===== config.mk =====
export PLATFORM = sky130hd
export DESIGN_NAME = path_delay_ctrl_flat
export DESIGN_NICKNAME = d
export VERILOG_FILES = /design/src/rtl/path_delay_ctrl_pkg.sv /design/src/rtl/path_delay_ctrl_if.sv /design/src/rtl/path_delay_ctrl_counter.sv /design/src/rtl/path_delay_ctrl.sv /design/src/flat_wrapper.sv
export SDC_FILE = /design/constraint.sdc
export NUM_CORES = 1
export LEC_CHECK = 0
export BUFFER_PORTS_ARGS = -buffer_cell sky130_fd_sc_hd__buf_2
export CORE_AREA = 5 5 111 155
export DETAILED_ROUTE_END_ITERATION = 10
export DIE_AREA = 0 0 116 160
export PLACE_DENSITY = 0.58
export SLEW_MARGIN = 20
export SYNTH_ARGS = -nofsm -noshare
export SYNTH_HDL_FRONTEND = slang
export SYNTH_SLANG_ARGS = --single-unit

===== constraint.sdc =====
create_clock -name clk -period 3.5 [get_ports clk]
set_input_delay 0.7 -clock clk [delete_from_list [all_inputs] [get_ports clk]]
set_output_delay 0.7 -clock clk [all_outputs]
set_load 0.01 [all_outputs]

===== src/rtl/path_delay_ctrl_pkg.sv =====
// Shared types and defaults for the path-delay measurement controller.
package path_delay_pkg;

  localparam int unsigned DefaultCntW    = 16;
  localparam int unsigned DefaultTrialW  = 8;
  localparam int unsigned DefaultMaxWait = 1000;

  localparam logic [1:0] MODE_RISE = 2'd0;
  localparam logic [1:0] MODE_FALL = 2'd1;
  localparam logic [1:0] MODE_ALT  = 2'd2;

  typedef enum logic [2:0] {
    StIdle,
    StPreset,
    StWait,
    StCapture,
    StDone
  } state_e;

  // Level the path is parked at before launch; reserved mode behaves as rising.
  function automatic logic init_level(logic [1:0] mode, logic trial_odd);
    case (mode)
      MODE_FALL: init_level = 1'b1;
      MODE_ALT:  init_level = trial_odd;
      default:   init_level = 1'b0;
    endcase
  endfunction

endpackage


===== src/rtl/path_delay_ctrl_if.sv =====
// Host handshake, path-under-test and result signals of path_delay_ctrl.
interface path_delay_ctrl_if import path_delay_pkg::*; #(
  parameter int unsigned CNT_W   = DefaultCntW,
  parameter int unsigned TRIAL_W = DefaultTrialW,
  parameter int unsigned SUM_W   = CNT_W + TRIAL_W
);
  logic               start;
  logic [1:0]         mode;
  logic [TRIAL_W-1:0] num_trials;
  logic               path_result;
  logic               path_input;
  logic               ld_reg;
  logic               busy;
  logic               done;
  logic               timeout;
  logic [TRIAL_W-1:0] trial_idx;
  logic [CNT_W-1:0]   last_count;
  logic [SUM_W-1:0]   sum_count;
  logic [CNT_W-1:0]   min_count;
  logic [CNT_W-1:0]   max_count;

  modport master (
    output start, mode, num_trials, path_result,
    input  path_input, ld_reg, busy, done, timeout, trial_idx, last_count, sum_count,
    input  min_count, max_count
  );

  modport slave (
    input  start, mode, num_trials, path_result,
    output path_input, ld_reg, busy, done, timeout, trial_idx, last_count, sum_count,
    output min_count, max_count
  );
endinterface


===== src/rtl/path_delay_ctrl_counter.sv =====
// Clear/enable counter with a flag on the last cycle before MaxCount is reached.
module path_delay_counter #(
  parameter int unsigned Width    = 16,
  parameter int unsigned MaxCount = 1000
) (
  input  logic             clk_i,
  input  logic             rst_i,
  input  logic             clr_i,
  input  logic             en_i,
  output logic [Width-1:0] cnt_o,
  output logic             last_o
);

  logic [Width-1:0] cnt_q, cnt_d;

  always_comb begin
    cnt_d = cnt_q;
    if (clr_i) begin
      cnt_d = '0;
    end else if (en_i) begin
      cnt_d = cnt_q + 1'b1;
    end
  end

  always_ff @(posedge clk_i) begin
    if (rst_i) begin
      cnt_q <= '0;
    end else begin
      cnt_q <= cnt_d;
    end
  end

  assign cnt_o = cnt_q;
  // High when one more increment would reach MaxCount.
  assign last_o = (cnt_q == Width'(MaxCount - 1));

endmodule


===== src/rtl/path_delay_ctrl.sv =====
// Multi-trial path-delay controller: launches edges into a path and counts cycles to arrival.
// Define PATH_DELAY_MINMAX_EN to track min/max trial counts.
module path_delay_ctrl import path_delay_pkg::*; #(
  parameter int unsigned CNT_W    = DefaultCntW,
  parameter int unsigned TRIAL_W  = DefaultTrialW,
  parameter int unsigned MAX_WAIT = DefaultMaxWait,
  parameter int unsigned SUM_W    = CNT_W + TRIAL_W
) (
  input logic              clk,
  input logic              rst,
  path_delay_ctrl_if.slave bus
);

  state_e             state_q, state_d;
  logic [1:0]         mode_q, mode_d;
  logic [TRIAL_W-1:0] last_idx_q, last_idx_d;
  logic [TRIAL_W-1:0] trial_q, trial_d;
  logic [CNT_W-1:0]   last_q, last_d;
  logic [SUM_W-1:0]   sum_q, sum_d;
  logic               timeout_q, timeout_d;

  logic               cnt_clr, cnt_en, cnt_last;
  logic [CNT_W-1:0]   cnt;
  logic               init_lvl, tgt_lvl;

  assign init_lvl = init_level(mode_q, trial_q[0]);
  assign tgt_lvl  = ~init_lvl;

  path_delay_counter #(
    .Width    (CNT_W),
    .MaxCount (MAX_WAIT)
  ) u_wait_cnt (
    .clk_i  (clk),
    .rst_i  (rst),
    .clr_i  (cnt_clr),
    .en_i   (cnt_en),
    .cnt_o  (cnt),
    .last_o (cnt_last)
  );

  always_comb begin
    state_d        = state_q;
    mode_d         = mode_q;
    last_idx_d     = last_idx_q;
    trial_d        = trial_q;
    last_d         = last_q;
    sum_d          = sum_q;
    timeout_d      = timeout_q;
    cnt_clr        = 1'b0;
    cnt_en         = 1'b0;
    bus.path_input = 1'b0;
    bus.ld_reg     = 1'b0;
    bus.done       = 1'b0;

    unique case (state_q)
      StIdle: begin
        if (bus.start) begin
          mode_d     = bus.mode;
          // Zero trials runs once, so store the index of the final trial.
          last_idx_d = (bus.num_trials == '0) ? '0 : bus.num_trials - 1'b1;
          sum_d      = '0;
          trial_d    = '0;
          timeout_d  = 1'b0;
          cnt_clr    = 1'b1;
          state_d    = StPreset;
        end
      end
      StPreset: begin
        bus.path_input = init_lvl;
        if (bus.path_result == init_lvl) begin
          cnt_clr = 1'b1;
          state_d = StWait;
        end else if (cnt_last) begin
          timeout_d = 1'b1;
          state_d   = StDone;
        end else begin
          cnt_en = 1'b1;
        end
      end
      StWait: begin
        bus.path_input = tgt_lvl;
        if (bus.path_result == tgt_lvl) begin
          state_d = StCapture;
        end else if (cnt_last) begin
          timeout_d = 1'b1;
          state_d   = StDone;
        end else begin
          cnt_en = 1'b1;
        end
      end
      StCapture: begin
        bus.path_input = tgt_lvl;
        bus.ld_reg     = 1'b1;
        last_d         = cnt;
        sum_d          = sum_q + SUM_W'(cnt);
        if (trial_q == last_idx_q) begin
          state_d = StDone;
        end else begin
          trial_d = trial_q + 1'b1;
          cnt_clr = 1'b1;
          state_d = StPreset;
        end
      end
      StDone: begin
        bus.done = 1'b1;
        state_d  = StIdle;
      end
      default: state_d = StIdle;
    endcase
  end

  always_ff @(posedge clk) begin
    if (rst) begin
      state_q    <= StIdle;
      mode_q     <= MODE_RISE;
      last_idx_q <= '0;
      trial_q    <= '0;
      last_q     <= '0;
      sum_q      <= '0;
      timeout_q  <= 1'b0;
    end else begin
      state_q    <= state_d;
      mode_q     <= mode_d;
      last_idx_q <= last_idx_d;
      trial_q    <= trial_d;
      last_q     <= last_d;
      sum_q      <= sum_d;
      timeout_q  <= timeout_d;
    end
  end

  assign bus.busy       = (state_q != StIdle);
  assign bus.timeout    = timeout_q;
  assign bus.trial_idx  = trial_q;
  assign bus.last_count = last_q;
  assign bus.sum_count  = sum_q;

`ifdef PATH_DELAY_MINMAX_EN
  logic             run_start, capture;
  logic [CNT_W-1:0] min_q, min_d, max_q, max_d;

  assign run_start = (state_q == StIdle) && bus.start;
  assign capture   = (state_q == StCapture);

  always_comb begin
    min_d = min_q;
    max_d = max_q;
    if (run_start) begin
      min_d = '1;
      max_d = '0;
    end else if (capture) begin
      if (cnt < min_q) min_d = cnt;
      if (cnt > max_q) max_d = cnt;
    end
  end

  always_ff @(posedge clk) begin
    if (rst) begin
      min_q <= '1;
      max_q <= '0;
    end else begin
      min_q <= min_d;
      max_q <= max_d;
    end
  end

  assign bus.min_count = min_q;
  assign bus.max_count = max_q;
`else
  assign bus.min_count = '0;
  assign bus.max_count = '0;
`endif

endmodule


===== src/flat_wrapper.sv =====
// flat-port wrapper written by rule: the top's interface ports become plain ports
module path_delay_ctrl_flat import path_delay_pkg::*;
#(
  parameter int unsigned CNT_W    = DefaultCntW,
  parameter int unsigned TRIAL_W  = DefaultTrialW,
  parameter int unsigned MAX_WAIT = DefaultMaxWait,
  parameter int unsigned SUM_W    = CNT_W + TRIAL_W
)
  (clk, rst, bus_start, bus_mode, bus_num_trials, bus_path_result, bus_path_input, bus_ld_reg, bus_busy, bus_done, bus_timeout, bus_trial_idx, bus_last_count, bus_sum_count, bus_min_count, bus_max_count);
  path_delay_ctrl_if #(.CNT_W(CNT_W), .TRIAL_W(TRIAL_W), .SUM_W(SUM_W)) bus_i ();
  input logic clk;
  input logic rst;
  input wire logic [$bits(bus_i.start)-1:0] bus_start;
  input wire logic [$bits(bus_i.mode)-1:0] bus_mode;
  input wire logic [$bits(bus_i.num_trials)-1:0] bus_num_trials;
  input wire logic [$bits(bus_i.path_result)-1:0] bus_path_result;
  output wire logic [$bits(bus_i.path_input)-1:0] bus_path_input;
  output wire logic [$bits(bus_i.ld_reg)-1:0] bus_ld_reg;
  output wire logic [$bits(bus_i.busy)-1:0] bus_busy;
  output wire logic [$bits(bus_i.done)-1:0] bus_done;
  output wire logic [$bits(bus_i.timeout)-1:0] bus_timeout;
  output wire logic [$bits(bus_i.trial_idx)-1:0] bus_trial_idx;
  output wire logic [$bits(bus_i.last_count)-1:0] bus_last_count;
  output wire logic [$bits(bus_i.sum_count)-1:0] bus_sum_count;
  output wire logic [$bits(bus_i.min_count)-1:0] bus_min_count;
  output wire logic [$bits(bus_i.max_count)-1:0] bus_max_count;
  assign bus_i.start = bus_start;
  assign bus_i.mode = bus_mode;
  assign bus_i.num_trials = bus_num_trials;
  assign bus_i.path_result = bus_path_result;
  assign bus_path_input = bus_i.path_input;
  assign bus_ld_reg = bus_i.ld_reg;
  assign bus_busy = bus_i.busy;
  assign bus_done = bus_i.done;
  assign bus_timeout = bus_i.timeout;
  assign bus_trial_idx = bus_i.trial_idx;
  assign bus_last_count = bus_i.last_count;
  assign bus_sum_count = bus_i.sum_count;
  assign bus_min_count = bus_i.min_count;
  assign bus_max_count = bus_i.max_count;
  path_delay_ctrl #(.CNT_W(CNT_W), .TRIAL_W(TRIAL_W), .MAX_WAIT(MAX_WAIT), .SUM_W(SUM_W)) u_core (.clk(clk), .rst(rst), .bus(bus_i));
endmodule

Word level (Yosys, flattened, before mapping):

Index checks and enable logic that the tools add are counted.

* register bits after elaboration: 78
* bits in latches: 0
* bits in writable memories: 0
* bits in read-only memories: 0
* input bits: 14
* output and inout bits: 85
* logic and storage cells: 67
* memories kept: 0

* add/sub/neg operators: 4
* multiply operators: 0
* div/mod/pow operators: 0
* magnitude comparators: 0
* eq/ne operators: 14
* shifts and indexed selects: 0
* multiplexer cells: 29
* bitwise logic cells: 1
* reductions and logical operators: 11

Operator list (number)
* 24-bit one-hot mux with 2 select lines: 1
* 24-bit by 16-bit adder with 24-bit output: 1
* 24-bit 2-to-1 mux: 1
* 8-bit 2-to-1 mux: 3
* 16-bit by 1-bit adder with 16-bit output, second input constant: 1
* 16-bit by 10-bit equality test with 1-bit output, second input constant: 1
* 8-bit one-hot mux with 2 select lines: 1
* 3-bit 2-to-1 mux: 5
* 1-bit 2-to-1 mux: 12
* 3-bit one-hot mux with 4 select lines: 1
* 8-bit by 1-bit adder with 8-bit output, second input constant: 1
* 8-bit equality test: 1
* 8-bit zero test: 1
* 2-bit inequality test, second input constant: 4
* 8-bit by 1-bit subtractor with 8-bit output, second input constant: 1
* 3-bit by 2-bit equality test with 1-bit output, second input constant: 2
* 1-bit one-hot mux with 2 select lines: 3
* 1-bit one-hot mux with 3 select lines: 2
* 3-bit nonzero test: 2
* 2-bit AND reduction: 2
* 4-bit AND reduction: 1
* 2-bit OR reduction: 2
* 3-bit by 1-bit equality test with 1-bit output, second input constant: 1
* 3-bit equality test, second input constant: 1
* 7 further kinds: 8

Longest topological paths before layout:

Gate-level depths: netlist of the first run.

* word-level depth: 6
* depth in mapped cells: 8
* mapped depth without buffers: 8

Cells and area by module:

Synthesis of the first run repeated with hierarchy kept, for this count alone.

* cell total of the unflattened synthesis: 570
* area total of the unflattened synthesis: 4660.7 um2

By module, submodules not included
* path_delay_ctrl: times used 1, cells an instance 479, area each 3849.9 um2, sequential area each 1241.2 um2
* path_delay_counter: times used 1, cells an instance 91, area each 810.8 um2, sequential area each 320.3 um2

Least setup slack after synthesis of the first run:

Ideal clock, no wire load.

* kind: reg-to-reg
* start point: register u_core.mode_q[0]
* end point: register u_core.u_wait_cnt.cnt_q[8], in the netlist u_core.u_wait_cnt.cnt_o[8]
* setup time: 0.072 ns
* arrival: 2.350 ns
* required time: 3.428 ns
* setup slack: 1.078 ns
* cell stages (with the launch flop): 9
* buffers on the path: 0
* period minus slack after synthesis: 2.422 ns
* cells stage by stage: dfxtp_1 > inv_1 > ha_1 > nand3b_1 > a32oi_2 > mux2i_1 > nand3_1 > or3_1 > a21oi_1

* word-level cells in the longest chain between the ends: 6
* elaborated cells between the ends (all ways): 12
* those cells by class: eq/ne (4); mux (6); bitwise (1); reduce/logical (1)

Ends and longest elaborated chain
* start: declaration: RTL line path_delay_ctrl.sv:15 `logic [1:0] mode_q, mode_d;`
* start signal: assignment: RTL line path_delay_ctrl.sv:123 `mode_q <= mode_d;`
* 2-bit equality test or 2-bit by 1-bit equality test with 1-bit output (tied branches): RTL line path_delay_ctrl_pkg.sv:22 `case (mode)`
* 1-bit one-hot mux with 2 select lines *: RTL line path_delay_ctrl_pkg.sv:22
* 1-bit equality test or 1-bit inverter (tied branches): RTL line path_delay_ctrl.sv:70, path_delay_ctrl.sv:27
* 1-bit 2-to-1 mux or 1-bit equality test (tied branches): RTL line path_delay_ctrl.sv:70, path_delay_ctrl.sv:82
* 1-bit one-hot mux with 3 select lines or 1-bit 2-to-1 mux (tied branches): RTL line path_delay_ctrl.sv:55, path_delay_ctrl.sv:82
* 2-bit OR reduction (no source line) or 1-bit one-hot mux with 2 select lines (tied branches)
* end signal: assignment: RTL line path_delay_ctrl_counter.sv:29 `cnt_q <= cnt_d;`
* end: declaration: RTL line path_delay_ctrl_counter.sv:14 `logic [Width-1:0] cnt_q, cnt_d;`

Mark *: on every way between the ends. The rest lies on a longest branch, timed or not.
A chain may end at the register's enable or synchronous reset.

Worst setup path in the final report of the first run:

* start point: register u_core.u_wait_cnt.cnt_q[0], in the netlist u_core.u_wait_cnt.cnt_o[0]
* end point: register u_core.sum_q[16], in the netlist u_core.bus.sum_count[16]

* word-level cells in the longest chain between the ends: 2

Ends and longest elaborated chain
* 24-bit by 16-bit adder with 24-bit output: RTL line path_delay_ctrl.sv:95 `sum_d = sum_q + SUM_W'(cnt);`
* 24-bit one-hot mux with 2 select lines: RTL line path_delay_ctrl.sv:55 `unique case (state_q)`
* end signal: assignment: RTL line path_delay_ctrl.sv:127 `sum_q <= sum_d;`
* end: declaration: RTL line path_delay_ctrl.sv:19 `logic [SUM_W-1:0] sum_q, sum_d;`

No other way between the ends.

==> metrics.csv, run 1 <==
metric,value,unit
placed_area,0.00497,mm²
leakage,2.33,nW
crit_path_start_kind,flop,
grt.overflow.total,0,
routedWlPerCell,14.9,µm
p_comb_share,8.9,%
ctsResizeCount,0,
num-fill-cells,1648,
ys_warn_count,0,
core-area,0.0155,mm²
max_cap_violations,0,
tns,0,ns
clkLatencyLatePin,0.34,ns
row_count,54,
hold_path_class,reg2reg,
crit_fanout,7,
stdcell_count,822,
fin_crit_sh,79.7,%
clk_pin_slew,0.06,ns
power_frac_seq,45.4,%
max_freq,0.358,GHz
drc,0,
setup_violations,0,
synth_cells,563,
dp.cells,806,
dieHeight,160,µm
grt_max_degree,52,
maxSlewViolCount,0,
synth_area_per_cell,8.12,µm²
rsz0062_at_grt,false,
async_flop_share,0,%
grt.total_usage,13.2,%
cts_hold_buf,0,
gp_congestion,0.871,
die_area,0.0186,mm²
slew_headroom,34.7,%
antennaDiodeCount,0,
cts_buffer_depth,2,
final_cell_mix,"78 x dfxtp_1, 72 x nand2_1, 66 x buf_2",
die_w,116,µm
drt_iter0_markers,262,
p_per_area,384,mW/mm²
firstDrtPassIters,5,
synth_area,0.00457,mm²
final_common_cell,dfxtp_1,
outcome,"complete, no violations",
synthToLayoutAreaGrowth,15.1,%
design_area,0.00526,mm²
hpwl,9030,µm
grt_first_pass_wirelength,19600,µm
wl,12200,µm
cts_buffers,9,
htreeDepth,3,
final-hold-violation-count,0,
worstMarginPinSlew,0.980,ns
worstSetupPathType,reg2reg,
grt_pass1_vias,3743,
synthDistinctLibCells,59,
clock_sinks,78,
yosysSeqAreaShare,34.2,%
clkPwrFrac,45.8,%
p_int,1.47,mW
port_buffers,66,
worstPathRequired,3.74,ns
fin_skew,0.00632,ns
synth_top_area_share,34.2,%
post_cts_buffers,0,
postRouteAntennaNets,0,
antenna_found_initial,0,
synthFlopType,dfxtp_1,
start_util,29.4,%
via_count,4031,
nNetsFinal,657,
switching_share,27.3,%
crit_path_end_kind,flop,
clockRootBuffer,clkbuf_16,
viasPerCell,4.90,
synth_seq_cells,78,
crit_arrival,3.03,ns
cts_tree,yes,
synth_edf_count,0,
ir_drop,0.239,mV
io_pins,99,
period_minus_slack,2.79,ns
drive_above_1_share,16.0,%
hold_slack,0.450,ns
p_sw,0.551,mW
yosys.area.top_type,dfxtp_1,
netlist_top_cells_area,"dfxtp_1 34%, nand2_1 5.9%, ha_1 5.7%",
==> per-stage QoR <==
stage               worst slack, ns  total power, mW  util [%]
floorplan                      1.08             1.09         -
global placement              0.817             1.12      32.0
detailed placement            0.774             1.12      32.0
CTS                           0.741             2.04      33.9
global route                  0.476             2.10      33.9
finish                        0.709             2.02      33.9
==> registers in the layout, indices dropped and copies added, names as in the netlist <==
name,flops
u_core.bus.timeout,1
u_core.bus.last_count,16
u_core.state_q,3
u_core.mode_q,2
u_core.bus.sum_count,24
u_core.u_wait_cnt.cnt_o,16
u_core.last_idx_q,8
u_core.bus.trial_idx,8
==> critical path, stage by stage, from the launching register on <==
cell and delay [ns]:
dfxtp_1 0.45, ha_1 0.23, fa_1 0.21, a21oi_1 0.10, o2bb2ai_1 0.35, a211oi_1 0.22, o31ai_1 0.75, a21oi_1 0.15
a31o_2 0.23
==> power by group through the flow <==
stage / clock network (mW) / registers (mW) / logic [mW]
finish: 0.924 / 0.916 / 0.179
global route: 0.980 / 0.918 / 0.201
CTS: 0.942 / 0.916 / 0.180
detailed placement: 0 / 0.936 / 0.180
global placement: 0 / 0.936 / 0.180
floorplan: 0 / 0.929 / 0.161
==> cells in the mapped netlist (5+ instances only) <==
cell,number
a21o_1,8
a21oi_1,51
a22o_1,5
and3_1,6
and4_1,5
buf_4,32
clkbuf_1,19
dfxtp_1,78
ha_1,21
inv_1,12
mux2i_1,8
nand2_1,72
nand3_1,28
nand4_1,10
nor2_1,47
nor3_1,9
nor3b_1,5
o21ai_0,22
or3_1,9
xnor2_1,14
xor2_1,27
==> cells by family (layout without fill, tap and decap cells) <==
kind of cell	Yosys count	count (layout)	share of synthesized area, %
xor gates and xnor gates	41	41	7.85
other	1	32	0.0820
and+or+nand+nor	224	224	24.4
adders and majority gates	22	22	6.18
buffers and inverters	69	101	8.54
AOI/OAI and AO/OA	118	118	16.6
DFF	78	78	34.2
muxes	10	10	2.24
==> layout make-up <==
type	instances	area (µm²)	area share, %
multi-input combinational	447	2740	52.0
sequential	78	1560	29.7
timing repair buffer	73	383	7.28
tap	196	245	4.66
clock buffer	10	239	4.54
clock inverter	6	52.6	0.999
inverter	12	45.0	0.856
==> layer usage <==
layer | wire, µm | global-route usage (%) | up-vias
met3 | 794 | 2.76 | 17
met2 | 6070 | 22.3 | 107
met5 | 0 | 0 | -
met4 | 254 | 5.59 | 0
li1 | - | - | 2037
met1 | 5100 | 15.8 | 1870
==> worst paths after layout <==
path                                           start                                    end  slack (ns)  cells after the start
min reg2reg    u_core.bus.last_count[0]$_SDFFE_PP0P_  u_core.bus.last_count[0]$_SDFFE_PP0P_        0.45                      2
max reg2reg  u_core.u_wait_cnt.cnt_o[0]$_SDFFE_PP0P_  u_core.bus.sum_count[16]$_SDFFE_PP0P_        0.71                      8
max          u_core.u_wait_cnt.cnt_o[0]$_SDFFE_PP0P_  u_core.bus.sum_count[16]$_SDFFE_PP0P_        0.71                      8
min            u_core.bus.last_count[0]$_SDFFE_PP0P_  u_core.bus.last_count[0]$_SDFFE_PP0P_        0.45                      2
Power figures use the tool's default switching activity.
==> inputs of run 2 (changes only) <==
ABC_AREA = 1   (was unset)
CORE_AREA = 5 5 119 166   (was 5 5 111 155)
DIE_AREA = 0 0 124 171   (was 0 0 116 160)
clock period = 2.6 ns   (was 3.5 ns; I/O delays follow)
==> run 2 against run 1 <==
Effect of this change: final cell count increased by 35%; routed wire length is 22% higher; sequential share of layout area shrank 4.2 points; power up 64%; critical path depth fell by 2; first-iteration DRC count down 33%; setup slack got worse by 0.20 ns; critical endpoint is now bus_path_input; largest cell class unchanged.
==> metrics.csv, run 2 <==
metric,value,unit
final_cell_mix,"206 x nand2_1, 89 x inv_1, 78 x dfxtp_1",
leakage,2.76,nW
multiInputGateArea,0.00318,mm²
clock_sinks,78,
synth_seq_cells,78,
synthFlopType,dfxtp_1,
via_count,5071,
place_ws,0.480,ns
clk_pin_slew,0.06,ns
post_cts_buffers,0,
p_per_area,539,mW/mm²
tns,0,ns
nNetsFinal,898,
crit_path_start_kind,flop,
gp_congestion,0.890,
synth_top_area_share,29.3,%
yosysSeqAreaShare,29.3,%
synth_area_per_cell,6.67,µm²
hold_path_class,in2reg,
period_minus_slack,2.09,ns
drc,0,
grt_pass1_vias,4731,
ir_drop,0.312,mV
cts_tree,yes,
wl,14900,µm
postRouteAntennaNets,0,
grt_first_pass_wirelength,23700,µm
setup_slack,0.505,ns
grt_max_degree,57,
dieHeight,171,µm
routedWlPerCell,13.4,µm
async_flop_share,0,%
max_cap_violations,0,
rsz0062_at_grt,false,
synth_edf_count,0,
final_common_cell,nand2_1,
crit_path_end_kind,output port,
stdcell_count,1111,
fin_crit_sh,80.6,%
worstPathRequired,2.08,ns
post-synth-top-count-cell,nand2_1,
synthDistinctLibCells,42,
synth_cells,800,
crit_arrival,1.57,ns
drive_above_1_share,15.6,%
num-fill-cells,2014,
viasPerCell,4.56,
die_area,0.0212,mm²
final-hold-violation-count,0,
maxSlewViolCount,0,
cts_buffers,9,
start_util,29.3,%
register_area,0.00156,mm²
dp.cells,1095,
row_count,59,
yosys.area.top_type,dfxtp_1,
hpwl,11600,µm
hold_slack,0.368,ns
largest_reg_flops,24,
grt.overflow.total,0,
clockRootBuffer,clkbuf_16,
grt.total_usage,14.2,%
crit_fanout,4,
clkLatencyLatePin,0.34,ns
netlist_top_cells_area,"dfxtp_1 29%, nand2_1 14%, nand3_1 6.4%",
slew_headroom,41.0,%
synth_area,0.00534,mm²
synth_common_cells,"206 x nand2_1, 89 x inv_1, 78 x dfxtp_1",
synthToLayoutAreaGrowth,15.1,%
die_w,124,µm
core-area,0.0182,mm²
cts_hold_buf,0,
outcome,"complete, no violations",
max_freq,0.477,GHz
port_buffers,66,
io_pins,99,
fin_skew,0.00626,ns
antenna_found_initial,0,
ys_warn_count,0,
cts_buffer_depth,2,
htreeDepth,3,
worstMarginPinSlew,0.877,ns
firstDrtPassIters,5,
setup_violations,0,
worstSetupPathType,reg2out,
antennaDiodeCount,0,
ctsResizeCount,0,
drt_iter0_markers,175,
==> run 2: changes by cell type after synthesis, moves of 13 or more <==
cell,change
a21oi_1,+13
clkbuf_1,-13
inv_1,+77
nand2_1,+134
nand2_2,+15
nand3_1,+40
==> run 2: final timing paths <==
| path | startpoint | end | slack [ns] | depth (start not counted) |
|---|---|---|---|---|
| max | u_core.mode_q[0]$_SDFFE_PP0P_ | bus_path_input | 0.51 | 6 |
| min | bus_num_trials[0] | u_core.last_idx_q[0]$_SDFFE_PP0P_ | 0.37 | 2 |
| max reg2reg | u_core.u_wait_cnt.cnt_o[0]$_SDFFE_PP0P_ | u_core.bus.sum_count[16]$_SDFFE_PP0P_ | 0.52 | 12 |
| min reg2reg | u_core.bus.timeout$_SDFFE_PP0P_ | u_core.bus.timeout$_SDFFE_PP0P_ | 0.45 | 2 |
==> run 2: cell families after synthesis <==
group | share of synthesized area [%]
xor+xnor | 4.27
simple gates | 34.9
other cells | 0.0703
fa+ha+maj | 5.30
compound gates | 12.8
flops | 29.3
buf+inv | 13.4
==> run 2: final cells by class <==
class,count,area share [%]
Timing Repair Buffer,72,6.32
Multi-Input combinational cell,607,51.8
Clock inverter,7,2.08
Tap cell,244,4.97
Clock buffer,9,3.67
Sequential cell,78,25.4
Inverter,94,5.75
==> run 2: metrics by stage <==
step	total power [mW]	util (%)	area, µm²
2_1_floorplan	1.73	-	5450
3_3_place_gp	1.82	31.7	5790
3_5_place_dp	1.83	31.7	5790
4_1_cts	3.34	33.7	6140
5_1_grt	3.46	33.7	6140
6_report	3.31	33.7	6140
==> run 2: layer usage <==
metal	vias to the layer above	wire length, µm	track usage (%)
li1	2665	-	-
met1	2260	5990	16.2
met2	125	7620	25.2
met3	21	843	2.41
met4	0	410	6.82
met5	-	0	0
==> run 2: worst max-delay path, stage by stage, from the launching register on <==
cell     delay (ns)
dfxtp_1        0.33
inv_1          0.06
ha_1           0.32
a21oi_4        0.19
nand2_1        0.07
o31ai_1        0.08
buf_2          0.19
==> run 2: where the power goes <==
group / switching (mW) / internal, mW
Combinational: 0.360 / 0.147
Clock: 0.564 / 0.954
Sequential: 0.0375 / 1.24
Total: 0.962 / 2.35
==> inputs of run 3 (changes only) <==
PLACE_DENSITY = 0.6   (was 0.58)
clock period = 1.75 ns   (was 2.6 ns; I/O delays follow)
==> run 3 against run 2 <==
Effect of this change: the flow now finishes with violations (setup timing); clock power up 27%; critical endpoint unchanged; power up 45%; via count up 10%; highest routed layer unchanged; largest cell class unchanged.
==> metrics.csv, run 3 (synthesized netlist as in run 2, its figures left out) <==
metric,value,unit
die_w,124,µm
io_pins,99,
stdcell_count,1198,
htreeDepth,3,
hpwl,12500,µm
postRouteAntennaNets,0,
tns,-0.0581,ns
violations,setup timing,
critPathSlowestCell,dfxtp_2,
grt.overflow.total,0,
power,4.79,mW
place_ws,-0.136,ns
cp_cell_sequence,"inv_2, ha_4, nand2_4, a21oi_4, nand2_2, o31ai_4, buf_2",
final-hold-violation-count,0,
outcome,"complete, but fails checks",
clockRootBuffer,clkbuf_16,
gp_congestion,0.917,
grt_pass1_vias,5255,
fin_crit_sh,103,%
start_util,29.3,%
period_minus_slack,1.81,ns
leakage,3.21,nW
grt_max_degree,31,
hold_slack,0.202,ns
cts_tree,yes,
regToRegStartpoint,u_core.mode_q[0]$_SDFFE_PP0P_,
placed_area,0.00635,mm²
p_per_area,666,mW/mm²
final_util,39.4,%
register_area,0.00159,mm²
max_freq,0.553,GHz
crit_arrival,1.46,ns
cts_hold_buf,0,
multiInputGateArea,0.00362,mm²
synthToLayoutAreaGrowth,34.8,%
clkLatencyLatePin,0.34,ns
setup_slack,-0.0581,ns
antennaDiodeCount,0,
dp.cells,1170,
clk_pin_slew,0.06,ns
slew_headroom,41.9,%
crit_path_end_kind,output port,
crit_path_max_incr_delay,0.32,ns
crit_fanout,3,
drt_iter0_markers,164,
largest_reg_flops,24,
grt_first_pass_wirelength,25100,µm
wl,16300,µm
via_count,5578,
antenna_found_initial,0,
nNetsFinal,985,
worstMarginPinSlew,0.865,ns
core-area,0.0182,mm²
routedWlPerCell,13.6,µm
drive_above_1_share,32.3,%
num-fill-cells,1947,
dieHeight,171,µm
holdCritStartpoint,bus_num_trials[0],
drc,0,
max_cap_violations,0,
firstDrtPassIters,4,
fin_skew,0.00877,ns
cts_buffer_depth,2,
crit_path_start_kind,flop,
die_area,0.0212,mm²
grt.total_usage,15.0,%
setup_violations,1,
worstSetupPathType,reg2out,
final_common_cell,nand2_1,
hold_path_class,in2reg,
maxSlewViolCount,0,
startpoint,u_core.mode_q[0]$_SDFFE_PP0P_,
final_cell_mix,"188 x nand2_1, 88 x buf_4, 85 x inv_1",
clock_sinks,78,
ir_drop,0.518,mV
port_buffers,66,
worstPathRequired,1.40,ns
design_area,0.00719,mm²
rsz0062_at_grt,true,
row_count,59,
viasPerCell,4.66,
cts_buffers,9,
==> run 3: cell count changes in the layout (fill, tap and decap cells not counted), sizes merged <==
cell	before	now
buf	72	155
bufinv	3	1
clkbuf	9	11
clkinvlp	0	4
inv	96	93
nand2	226	229
==> run 3: where the power goes <==
part / total (mW) / switching, mW / internal, mW / leakage [nW]
registers: 1.91 / 0.0582 / 1.85 / 0.640
logic: 0.950 / 0.618 / 0.332 / 2.43
clock network: 1.93 / 0.785 / 1.15 / 0.146
==> run 3: area by class of cell <==
type | count | area share [%]
multi-input cells | 610 | 50.4
repair buffers | 155 | 14.1
clock buffers | 11 | 3.37
repair inverters | 1 | 0.0696
clock inverters | 5 | 0.783
flip-flops and latches | 78 | 22.1
well taps | 244 | 4.24
inverters | 94 | 5.04
==> run 3: what timing repair did <==
| action | 4_1_cts | 5_1_grt |
|---|---|---|
| resized for setup | 30 | 77 |
| buffers inserted | 3 | 5 |
| cloned | 0 | 4 |
| endpoints found under the setup margin | 15 | 53 |
| pin swaps | 8 | 12 |
==> run 3: routing by layer <==
metal,wire length [µm],track usage (%),up-vias
li1,-,-,2850
met1,6420,16.2,2526
met2,8210,27.0,165
met3,963,3.41,37
met4,734,7.24,0
met5,0,0,-
==> run 3: critical path, delay by kind of cell, from the launching register on <==
family	cells	cell delay, ns
AO/OA/AOI/OAI	2	0.28
adder cells (fa/ha/maj)	1	0.13
buffers and inverters	2	0.23
flip-flops	1	0.32
AND/OR/NAND/NOR	2	0.15
==> run 3: worst paths after layout <==
path                                                                 to  slack (ns)  cells past startpoint
worst min-delay path                  u_core.last_idx_q[0]$_SDFFE_PP0P_        0.20                      2
worst max-delay path                                     bus_path_input       -0.06                      7
worst max register to register  u_core.u_wait_cnt.cnt_o[0]$_SDFFE_PP0P_        0.01                     11
worst min register to register          u_core.bus.timeout$_SDFFE_PP0P_        0.47                      2
